**config.mk**
```make
export PLATFORM = sky130hd
export DESIGN_NAME = pipe_elastic_reg
export DESIGN_NICKNAME = d
export VERILOG_FILES = /design/src/rtl/pipe_elastic_reg.sv
export SDC_FILE = /design/constraint.sdc
export NUM_CORES = 1
export LEC_CHECK = 0
export BUFFER_PORTS_ARGS = -buffer_cell sky130_fd_sc_hd__buf_2
export CORE_MARGIN = 5
export CORE_UTILIZATION = 40
export DETAILED_ROUTE_END_ITERATION = 8
export PLACE_DENSITY_LB_ADDON = 0.25
export SYNTH_ARGS = -nofsm -noshare
export SYNTH_HDL_FRONTEND = slang
export SYNTH_SLANG_ARGS = --single-unit
```
**constraint.sdc**
```tcl
create_clock -name i_clk -period 2.76 [get_ports i_clk]
set_input_delay 0.552 -clock i_clk [delete_from_list [all_inputs] [get_ports i_clk]]
set_output_delay 0.552 -clock i_clk [all_outputs]
set_load 0.03 [all_outputs]
```
**src/rtl/pipe_elastic_reg.sv**
```systemverilog
// pipe_elastic_reg
//   DEPTH-entry elastic pipeline stage with a valid/ready handshake on both
//   sides and a synchronous flush. It sits between pipeline stages so that a
//   stalled consumer back-pressures the producer without losing data, and a
//   branch or exception flush discards everything in flight.
//
// Handshake: a transfer happens on a rising edge where valid and ready are both
//   high on the same side. The stage's o_ready and o_valid come only from
//   registered occupancy, so neither depends combinationally on i_valid or i_ready.
//   Upstream may hold or change i_data while o_ready=0. Only the value present on
//   the accepting edge is stored.
//
// Parameters
//   WIDTH    payload width in bits (>=1)
//   DEPTH    number of buffer entries (>=1, any value, not only powers of 2)
//   CLR_VAL  value driven on o_data while the stage is empty
//
// Ports
//   i_clk    clock; all state changes on the rising edge
//   i_rst    synchronous reset, active-high
//   i_flush  synchronous flush; empties the stage and drops any push or pop
//            offered in the same cycle
//   i_valid  upstream offers i_data
//   o_ready  stage can accept a payload (not full)
//   i_data   upstream payload
//   o_valid  head entry is valid on o_data
//   i_ready  downstream takes the head entry
//   o_data   head entry payload, CLR_VAL while empty
//   o_count  number of valid entries (0..DEPTH)
//   o_state  occupancy state: EMPTY / PARTIAL / FULL (debug)
module pipe_elastic_reg #(
  parameter int                WIDTH   = 32,
  parameter int                DEPTH   = 2,
  parameter logic [WIDTH-1:0]  CLR_VAL = '0
) (
  input  logic                       i_clk,
  input  logic                       i_rst,
  input  logic                       i_flush,
  input  logic                       i_valid,
  output logic                       o_ready,
  input  logic [WIDTH-1:0]           i_data,
  output logic                       o_valid,
  input  logic                       i_ready,
  output logic [WIDTH-1:0]           o_data,
  output logic [$clog2(DEPTH+1)-1:0] o_count,
  output logic [1:0]                 o_state
);

  localparam int CNT_W = $clog2(DEPTH + 1);
  localparam int PTR_W = (DEPTH > 1) ? $clog2(DEPTH) : 1;

  localparam logic [CNT_W-1:0] FULL_CNT = CNT_W'(DEPTH);
  localparam logic [PTR_W-1:0] PTR_LAST = PTR_W'(DEPTH - 1);

  // Occupancy states, decoded from cnt.
  localparam logic [1:0] ST_EMPTY   = 2'd0;
  localparam logic [1:0] ST_PARTIAL = 2'd1;
  localparam logic [1:0] ST_FULL    = 2'd2;

  logic [WIDTH-1:0] mem [DEPTH];
  logic [PTR_W-1:0] wp;
  logic [PTR_W-1:0] rp;
  logic [CNT_W-1:0] cnt;

  logic push;
  logic pop;

  assign o_ready = (cnt != FULL_CNT);
  assign o_valid = (cnt != '0);
  assign o_count = cnt;
  assign o_data  = o_valid ? mem[rp] : CLR_VAL;

  always_comb begin
    push = i_valid && o_ready;
    pop  = o_valid && i_ready;
  end

  always_comb begin
    o_state = ST_PARTIAL;
    if (cnt == '0) begin
      o_state = ST_EMPTY;
    end else if (cnt == FULL_CNT) begin
      o_state = ST_FULL;
    end
  end

  // When a push and a pop happen together, wp and rp always differ.
  // A push needs cnt<DEPTH and a pop needs cnt>0, and wp==rp only at
  // cnt==0 or cnt==DEPTH. So the two writes below never hit the same entry.
  always_ff @(posedge i_clk) begin
    if (i_rst || i_flush) begin
      wp  <= '0;
      rp  <= '0;
      cnt <= '0;
      for (int i = 0; i < DEPTH; i++) begin
        mem[i] <= CLR_VAL;
      end
    end else begin
      if (pop) begin
        mem[rp] <= CLR_VAL;
        rp      <= (rp == PTR_LAST) ? '0 : rp + 1'b1;
      end
      if (push) begin
        mem[wp] <= i_data;
        wp      <= (wp == PTR_LAST) ? '0 : wp + 1'b1;
      end
      if (push && !pop) begin
        cnt <= cnt + 1'b1;
      end else if (pop && !push) begin
        cnt <= cnt - 1'b1;
      end
    end
  end

endmodule

```
==> results of run 1 <==
layer usage:
layer | track usage | routed length [µm] | vias to the layer above | part of all wire
li1 | - | - | 966 | -
met1 | 0.155 | 2540 | 911 | 0.42
met2 | 0.226 | 3180 | 43 | 0.53
met3 | 0.0276 | 237 | 6 | 0.039
met4 | 0.0578 | 57 | 0 | 0.0095
met5 | 0 | 0 | - | 0
layout by cell type (no fill, tap or decap), drive strengths merged, types with 2 or more instances in the layout:
master / count
buf: 79
edfxtp: 64
and2: 64
nor2: 38
mux2i: 32
clkbuf: 10
dfxtp: 5
o21ai: 3
xor2: 3
inv: 3
clkinv: 3
a21oi: 2
clkinvlp: 2
or3: 2
state kept, by name, summed over array words and instances (netlist names), named ones only:
| name | count |
|---|---|
| o_count | 2 |
| wp | 1 |
| rp | 1 |
| mem | 64 |
cells by family after synthesis:
family / synth area share
AND/OR/NAND/NOR: 0.200
flip-flops: 0.645
multiplexers: 0.102
buffers and inverters: 0.0260
AO/OA/AOI/OAI: 0.0136
XOR/XNOR: 0.00839
adder cells (fa/ha/maj): 0.00399
power breakdown:
part           internal [mW]  leakage [nW]  switching, mW
Clock                  0.315        0.0756          0.355
Sequential              1.21         0.769         0.0259
Combinational         0.0908         0.732          0.165
Total                   1.61          1.58          0.546
per-stage QoR:
stage           util  cells
2_1_floorplan      -    238
3_3_place_gp   0.471    404
3_5_place_dp   0.471    404
4_1_cts        0.492    419
5_1_grt        0.492    419
6_report       0.492    419
path summary, 6_finish.rpt:
check                        endpoint  slack [ns]  cells after the start
min          mem[0][17]$_SDFFCE_PN0P_        0.50                      2
min reg2reg   o_count[1]$_SDFFE_PP0P_        0.55                      2
max                        o_data[16]        0.48                      4
max reg2reg  mem[0][19]$_SDFFCE_PN0P_        0.77                      5
cell type report:
type | count | area, µm²
fill | 725 | 3910
sequential | 69 | 2030
multi-input combinational | 151 | 1040
timing repair buffer | 79 | 420
clock buffer | 10 | 128
tap | 102 | 128
clock inverter | 5 | 28.8
inverter | 3 | 11.3
==> metrics.md, run 1 <==
| Metric | Value |
|---|---|
| Final setup viols | 0 |
| Fmax | between 0.4 and 0.5 GHz |
| YS warnings | 0 |
| CTS Hold Bufs | 0 |
| Min-delay worst type | in -> reg |
| Kind of critical path | reg -> out |
| Final WS setup | between 0.4 and 0.5 ns |
| CTS clock-pin slew for the worst setup and hold paths | 0.08 ns |
| Gates resized, CTS repair | 0 |
| WP buf/inv | 2 |
| Final Skew | around 0.011 ns |
| Maximum VDD drop | roughly 0.28 mV |
| Routed WL | between 6000 and 7000 µm |
| Sequential cell area fraction in the yosys report | 0.645 |
| Synthesized flop and latch total | 69 |
| Synth area leaders | edfxtp_1, mux2i_1, and2_1, nor2_1, and2_2 |
| Initial Utilization | 0.408 |
| Die width | ~100 µm |
| Ant. Diodes | 0 |
| Critical path capture point type | output pin |
| Bufs on Longest Clock Path | 2 |
| Vias in the first global route | 2125 |
| # IOs | 75 |
| Drt first pass iters | 4 |
| Slew HR | 0.444 |
| Max FO, Critical Path | 17 |
| Synth Area per Inst | between 10 and 15 µm² |
| Leakage | 1.58 nW |
| Post-route clock period utilization | 0.825 |
| Most frequent cell after synthesis | edfxtp_1 |
| Top cell type's share of synthesized area | 0.613 |
| Via count | roughly 1900 |
| DRT iter0 DRCs | 33 |
| Fin Hold WS | between 0.5 and 0.6 ns |
| Asr flop ratio synth | 0 |
| Post-route ant nets | 0 |
| TritonCTS clock tree | done |
| Root buf cell | clkbuf_8 |
| Antenna violations before repair | 0 |
| Top cells by count, synth | edfxtp_1, and2_1, nor2_1 |
| Mapped Cells | between 200 and 250 |
| GRT Total Usage | 0.130 |
| Synth Flop Type | edfxtp_1 |
| Mapped Area | between 3000 and 4000 µm² |
| Unrepaired setup endpoints after global routing | no |
| Final slew viol count | 0 |
| Slowest library cell on the worst path | dfxtp_2 |
| Die ar. | 9700 µm² |
| Post-synth EDFFs | 64 |
| Netlist cell types | 24 |
| I/O Buffers | 74 |
| Worst-Margin Slew | around 0.83 ns |
| Dpl cell area | roughly 3600 µm² |
| Layout cells sized above 1 | 0.375 |
| Worst-Skew Late Latency | ~0.33 ns |
| Synthesis-to-layout area growth | 20.6% |
| CP max stage delay | 0.68 ns |
| Setup fix buffers added after clock tree synthesis | 0 |
| Status | complete, no violations |
| First-pass GRT wire length | around 9900 µm |
| Total negative setup slack | 0 ns |
| CORE AREA | a little under 8000 µm² |
| WP data arrival | 1.72 ns |
| CP startpoint kind | flip-flop |
| Pre-CTS setup slack | 0.627 ns |
| Max cap viols | 0 |
| Die Height | ~100 µm |
| Nets | between 300 and 400 |
| FF-to-FF Start | o_count[0]$_SDFFE_PP0P_ |
| CP cell instances | buf_12, mux2i_1, nor2_1, buf_2 |
| HPWL Detailed | 3940 µm |
| Core Rows | 32 |
| Min-delay src | i_data[17] |
| DRC viols | 0 |
| Clock tree sinks | 69 |
| Largest area contributor in the netlist | edfxtp_1 |
| CTS H-tree lvls | 3 |
| Cell Pwr Density | 571 nW/µm² |
| Final Power | 2.16 mW |
| Finished layout cell area | 3780 µm² |
| Final min period | 2.28 ns |
| Avg Vias per Cell | approximately 4.6 |
| CTS buffer count | 9 |
| Final hold viol count | 0 |
| Crit path max-delay family | flip-flops |
| Gp weighted congestion | slightly below 0.8 |
| Largest net degree at the start of global routing | 33 |
| WL/cell | roughly 14 µm |
| Synthesized Nets | 276 |
| Total grt overflow | 0 |
| Req. time, crit path | between 2 and 2.5 ns |
(Power assumes the default switching activity.)
==> run 2, diff against run 1 <==
- clock period: 2.76 -> 2.3 ns (I/O delays scaled with it)
==> run 2 against run 1 <==
  * Sequential share of layout area is 0.38 points lower
  * Critical endpoint is now o_data[10]
  * Register-to-register slack got worse by 0.31 ns
  * Final area is 0.96% higher
  * Routed wire length fell by 2.0%
  * Clock power up 13%
  * Largest power group unchanged
==> metrics.md, run 2 (synthesis gave the netlist of run 1 again) <==
| Metric | Value |
|---|---|
| Status | complete, no violations |
| WL met3 | between 200 and 300 µm |
| Most frequent cells in the layout | buf_2, edfxtp_1, and2_1 |
| FF-to-FF Start | o_count[0]$_SDFFE_PP0P_ |
| Crit path max-delay family | flip-flops |
| Final design utilization | 0.496 |
| Final Skew | between 0.005 and 0.006 ns |
| Req. time, crit path | 1.84 ns |
| Die Height | 98.5 µm |
| Largest net degree at the start of global routing | 33 |
| CP cell instances | buf_12, mux2i_1, nor2_1, buf_2 |
| WP data arrival | around 1.6 ns |
| CP max stage delay | 0.53 ns |
| Slowest library cell on the worst path | dfxtp_2 |
| WP buf/inv | 2 |
| CTS Hold Bufs | 0 |
| First-pass GRT wire length | 9410 µm |
| Root buf cell | clkbuf_8 |
| Clock tree sinks | between 60 and 70 |
| Max cap viols | 0 |
| Routed WL | between 5000 and 6000 µm |
| Critical path endpoint | o_data[10] |
| Synthesis-to-layout area growth | 21.8% |
| DRT iter0 DRCs | slightly above 60 |
| TritonCTS clock tree | done |
| Slew HR | 0.466 |
| I/O Buffers | 74 |
| CORE AREA | just under 8000 µm² |
| Drt first pass iters | 4 |
| WL/cell | approximately 14 µm |
| Top reg by flops | mem |
| Layout cells sized above 1 | 0.370 |
| Final hold viol count | 0 |
| Final slew viol count | 0 |
| Nets | around 350 |
| Clock share of power | 0.297 |
| Cell Pwr Density | between 600 and 700 nW/µm² |
| Min-delay src | i_data[16] |
| CP startpoint kind | flip-flop |
| Avg Vias per Cell | roughly 4.7 |
| R2R cell count | 3 |
| Worst-Skew Late Latency | 0.33 ns |
| DRC viols | 0 |
| Kind of critical path | reg -> out |
| Pre-CTS setup slack | between 0.2 and 0.3 ns |
| Critical path capture point type | output pin |
| Post-route clock period utilization | 0.901 |
| Max FO, Critical Path | 23 |
| Maximum VDD drop | roughly 0.35 mV |
| Die width | ~99 µm |
| CTS buffer count | 9 |
| Final min period | between 2 and 2.5 ns |
| # fillers | 720 |
| CTS H-tree lvls | 3 |
| Initial Utilization | 0.408 |
| Core Rows | 32 |
| Met1 wire length | around 2300 µm |
| Post-route ant nets | 0 |
| Flop pwr share | 0.580 |
| Setup fix buffers added after clock tree synthesis | 0 |
| GRT Total Usage | 0.124 |
| Min-delay worst type | in -> reg |
| R2R Path End | mem[1][2]$_SDFFCE_PN0P_ |
| Top sig layer | met4 |
| # IOs | 75 |
| CTS clock-pin slew for the worst setup and hold paths | ~0.06 ns |
| Worst-Margin Slew | about 0.8 ns |
| Vias in the first global route | 2074 |
| Final WS setup | 0.227 ns |
| Cell count along the critical path | 4 |
| Via count | 1972 |
| Comb pwr share | 0.123 |
| Ant. Diodes | 0 |
| Pint | slightly below 2 mW |
| Met2 wire len | around 3200 µm |
| Final Power | between 2 and 3 mW |
| Reg2Reg Setup Slack | 0.46 ns |
| Unrepaired setup endpoints after global routing | no |
| Total grt overflow | 0 |
| Die ar. | roughly 9700 µm² |
| Leakage | around 1.6 nW |
| Bufs on Longest Clock Path | 2 |
| Number of flip-flops under the largest register name | 64 |
| Fmax | approximately 0.48 GHz |
| Antenna violations before repair | 0 |
| Total negative setup slack | 0 ns |
| Gp weighted congestion | roughly 0.8 |
| Gates resized, CTS repair | 0 |
| Commonest non-fill, non-tap cell in the layout | buf_2 |
| HPWL Detailed | approximately 4000 µm |
| Final setup viols | 0 |
| Net Sw Frac | 0.243 |
| P_sw | roughly 620 µW |
[run 2: cell types whose count changed in the layout (fill, tap and decap cells not counted), moves of 2 or more]
cell	change
clkinv_1	+4
clkinv_2	-2
clkinvlp_4	-2
dfxtp_2	-2
dfxtp_4	+2
[run 2: cell type report]
type / instances / area, µm² / area share
clock buffers: 10 / 128 / 0.0334
clock inverters: 5 / 18.8 / 0.00492
well taps: 102 / 128 / 0.0334
multi-input cells: 151 / 1050 / 0.275
repair buffers: 81 / 448 / 0.117
flip-flops and latches: 69 / 2030 / 0.532
inverters: 3 / 13.8 / 0.00361
[run 2: power groups by stage]
stage | Sequential, mW | Clock [mW] | Combinational, mW
floorplan | 1.50 | 0 | 0.205
global placement | 1.50 | 0 | 0.318
detailed placement | 1.51 | 0 | 0.322
CTS | 1.48 | 0.786 | 0.323
global route | 1.49 | 0.823 | 0.347
finish | 1.48 | 0.758 | 0.314
[run 2: worst reg2reg max path, cell delays in order (launching register included)]
cell and delay, ns:
dfxtp_4 0.41, nand2b_4 0.16, and4_2 0.24, a311o_2 0.65
[run 2: metrics by stage]
stage	cells	hold slack [ns]	cell area [µm²]
floorplan	238	0.504	3150
global placement	406	0.535	3670
detailed placement	406	0.541	3670
CTS	421	0.399	3820
global route	421	0.415	3820
finish	421	0.419	3820
[run 2: layer usage]
layer,up-vias,GRT usage
met5,-,0
met4,0,0.0536
li1,977,-
met1,941,0.137
met3,10,0.0304
met2,44,0.226
[run 2: worst min-delay path by stage]
stage | slack [ns] | cells past startpoint | endpoint
6_report | 0.42 | 2 | mem[1][16]$_SDFFCE_PN0P_
5_1_grt | 0.41 | 2 | mem[1][26]$_SDFFCE_PN0P_
4_1_cts | 0.40 | 2 | mem[0][16]$_SDFFCE_PN0P_
3_5_place_dp | 0.54 | 2 | wp$_SDFFE_PP0P_
3_3_place_gp | 0.53 | 2 | wp$_SDFFE_PP0P_
2_1_floorplan | 0.50 | 2 | wp$_SDFFE_PP0P_
==> run 3, diff against run 2 <==
==> constraint.sdc (replaced) <==
create_clock -name i_clk -period 2.3 [get_ports i_clk]
set_input_delay 0.46 -clock i_clk [delete_from_list [all_inputs] [get_ports i_clk]]
set_output_delay 0.46 -clock i_clk [all_outputs]
set_load 0.1 [all_outputs]
==> run 3 against run 2 <==
  * Combinational power is 74% higher
  * Register-to-register slack worse by 0.06 ns
  * Via count is 1.4% lower
  * Largest cell class unchanged
  * Count of clock-buffer cells in the layout stayed put
  * Final area is 7.2% higher
  * Worst hold slack worse by 0.0024 ns
==> metrics.md, run 3 (synthesis gave the netlist of run 1 again) <==
| Metric | Value |
|---|---|
| Status | complete, no violations |
| Post-route clock period utilization | 0.875 |
| Avg Vias per Cell | 4.60 |
| Top reg by flops | mem |
| Reg2Reg Setup Slack | roughly 0.40 ns |
| CP startpoint kind | flip-flop |
| Leakage | approximately 1.6 nW |
| CTS H-tree lvls | 3 |
| CTS clock-pin slew for the worst setup and hold paths | roughly 0.07 ns |
| Layout cells sized above 1 | 0.477 |
| Final setup viols | 0 |
| Clock tree sinks | around 70 |
| DRT iter0 DRCs | 62 |
| DRC viols | 0 |
| Final WS setup | 0.287 ns |
| Flop pwr share | 0.469 |
| Worst-Margin Slew | 0.789 ns |
| Gp weighted congestion | 0.814 |
| Number of flip-flops under the largest register name | 64 |
| Die ar. | slightly below 10000 µm² |
| Largest net degree at the start of global routing | 33 |
| Finished Layout Cells | between 400 and 500 |
| FF-to-FF Start | o_count[1]$_SDFFE_PP0P_ |
| Antenna violations before repair | 0 |
| Final slew viol count | 0 |
| Cell Pwr Density | ~770 nW/µm² |
| Area of the multi-input gates | ~1200 µm² |
| HPWL Detailed | between 4000 and 5000 µm |
| Pint | about 2.3 mW |
| FF/Latch Area | slightly above 2000 µm² |
| Die width | a little under 100 µm |
| Gates resized, CTS repair | 0 |
| CTS buffer count | 9 |
| Maximum VDD drop | 0.475 mV |
| # IOs | 75 |
| Initial Utilization | 0.408 |
| R2R cell count | 4 |
| Worst hold path depth | 2 |
| Synthesis-to-layout area growth | 30.6% |
| Max cap viols | 0 |
| Min-delay worst type | in -> reg |
| # fillers | 704 |
| Commonest non-fill, non-tap cell in the layout | buf_2 |
| CTS Hold Bufs | 0 |
| Routed WL | around 6000 µm |
| R2R Path End | mem[1][25]$_SDFFCE_PN0P_ |
| Via count | 1944 |
| Net Sw Frac | 0.269 |
| Max FO, Critical Path | 8 |
| Fin Hold WS | about 0.42 ns |
| Req. time, crit path | ~1.8 ns |
| Worst-Skew Late Latency | between 0.3 and 0.4 ns |
| WL/cell | 14.1 µm |
| P_sw | 845 µW |
| Comb pwr share | 0.173 |
| First-pass GRT wire length | roughly 9800 µm |
| Fmax | just under 0.5 GHz |
| WHS Endpoint | mem[1][27]$_SDFFCE_PN0P_ |
| GRT Total Usage | 0.131 |
| Pre-CTS setup slack | roughly 0.28 ns |
| Final min period | roughly 2 ns |
| Core Rows | 32 |
| Total grt overflow | 0 |
| Die Height | approximately 99 µm |
| Critical path capture point type | output pin |
| Ant. Diodes | 0 |
| Final hold viol count | 0 |
| Setup fix buffers added after clock tree synthesis | 0 |
| Slew HR | 0.474 |
| Final Skew | slightly below 0.006 ns |
| Root buf cell | clkbuf_8 |
| Nets | ~350 |
| TritonCTS clock tree | done |
| WP data arrival | approximately 1.6 ns |
| Unrepaired setup endpoints after global routing | no |
| CORE AREA | 7690 µm² |
| DP Cell Count | around 410 |
| Bufs on Longest Clock Path | 2 |
| Post-route ant nets | 0 |
| Drt first pass iters | 6 |
| I/O Buffers | 74 |
| Clock share of power | 0.358 |
| Kind of critical path | reg -> out |
| Min-delay src | i_data[27] |
| Vias in the first global route | between 2000 and 2500 |
| Most frequent cells in the layout | buf_2, edfxtp_1, and2_1 |
==> run 3: power groups by stage <==
stage	Sequential [mW]	Combinational [mW]	Clock, mW
6_report	1.47	0.545	1.12
5_1_grt	1.48	0.578	1.21
4_1_cts	1.48	0.553	1.15
3_5_place_dp	1.50	0.551	0
3_3_place_gp	1.50	0.548	0
2_1_floorplan	1.52	0.395	0
==> run 3: area by class of cell <==
| type | instances | area share |
|---|---|---|
| inverters | 3 | 0.00581 |
| clock inverters | 6 | 0.0248 |
| flip-flops and latches | 69 | 0.496 |
| multi-input cells | 151 | 0.282 |
| clock buffers | 10 | 0.0312 |
| repair buffers | 82 | 0.129 |
| well taps | 102 | 0.0312 |
==> run 3: critical path, cell delays in order (launching register included) <==
cell     delay [ns]
dfxtp_2        0.35
buf_4          0.20
mux2i_1        0.12
nor2_2         0.12
buf_2          0.44
==> run 3: routing by layer <==
layer	routed length, µm	vias to the layer above	GRT usage
met1	2350	908	0.148
met2	3170	47	0.226
met5	0	-	0
met4	169	0	0.0693
met3	287	14	0.0333
li1	-	975	-
==> run 3: how the worst max path moves through the flow <==
stage                                  from  slack, ns  cells after the start                       end
floorplan           o_count[0]$_SDFFE_PP0P_      -0.50                      4   mem[0][0]$_SDFFCE_PN0P_
global placement                    i_flush       0.30                      3  mem[1][27]$_SDFFCE_PN0P_
detailed placement                  i_flush       0.28                      4  mem[1][20]$_SDFFCE_PN0P_
CTS                               flip-flop       0.25                      4                 o_data[0]
global route                      flip-flop       0.20                      4                 o_data[1]
finish                            flip-flop       0.29                      4                 o_data[0]
==> run 3: through the flow <==
stage | power [mW] | utilization | TNS, ns | cell area [µm²]
2_1_floorplan | 1.91 | - | -22.07 | 3270
3_3_place_gp | 2.05 | 0.502 | 0 | 3860
3_5_place_dp | 2.05 | 0.502 | 0 | 3860
4_1_cts | 3.18 | 0.532 | 0 | 4090
5_1_grt | 3.27 | 0.532 | 0 | 4090
6_report | 3.14 | 0.532 | 0 | 4090
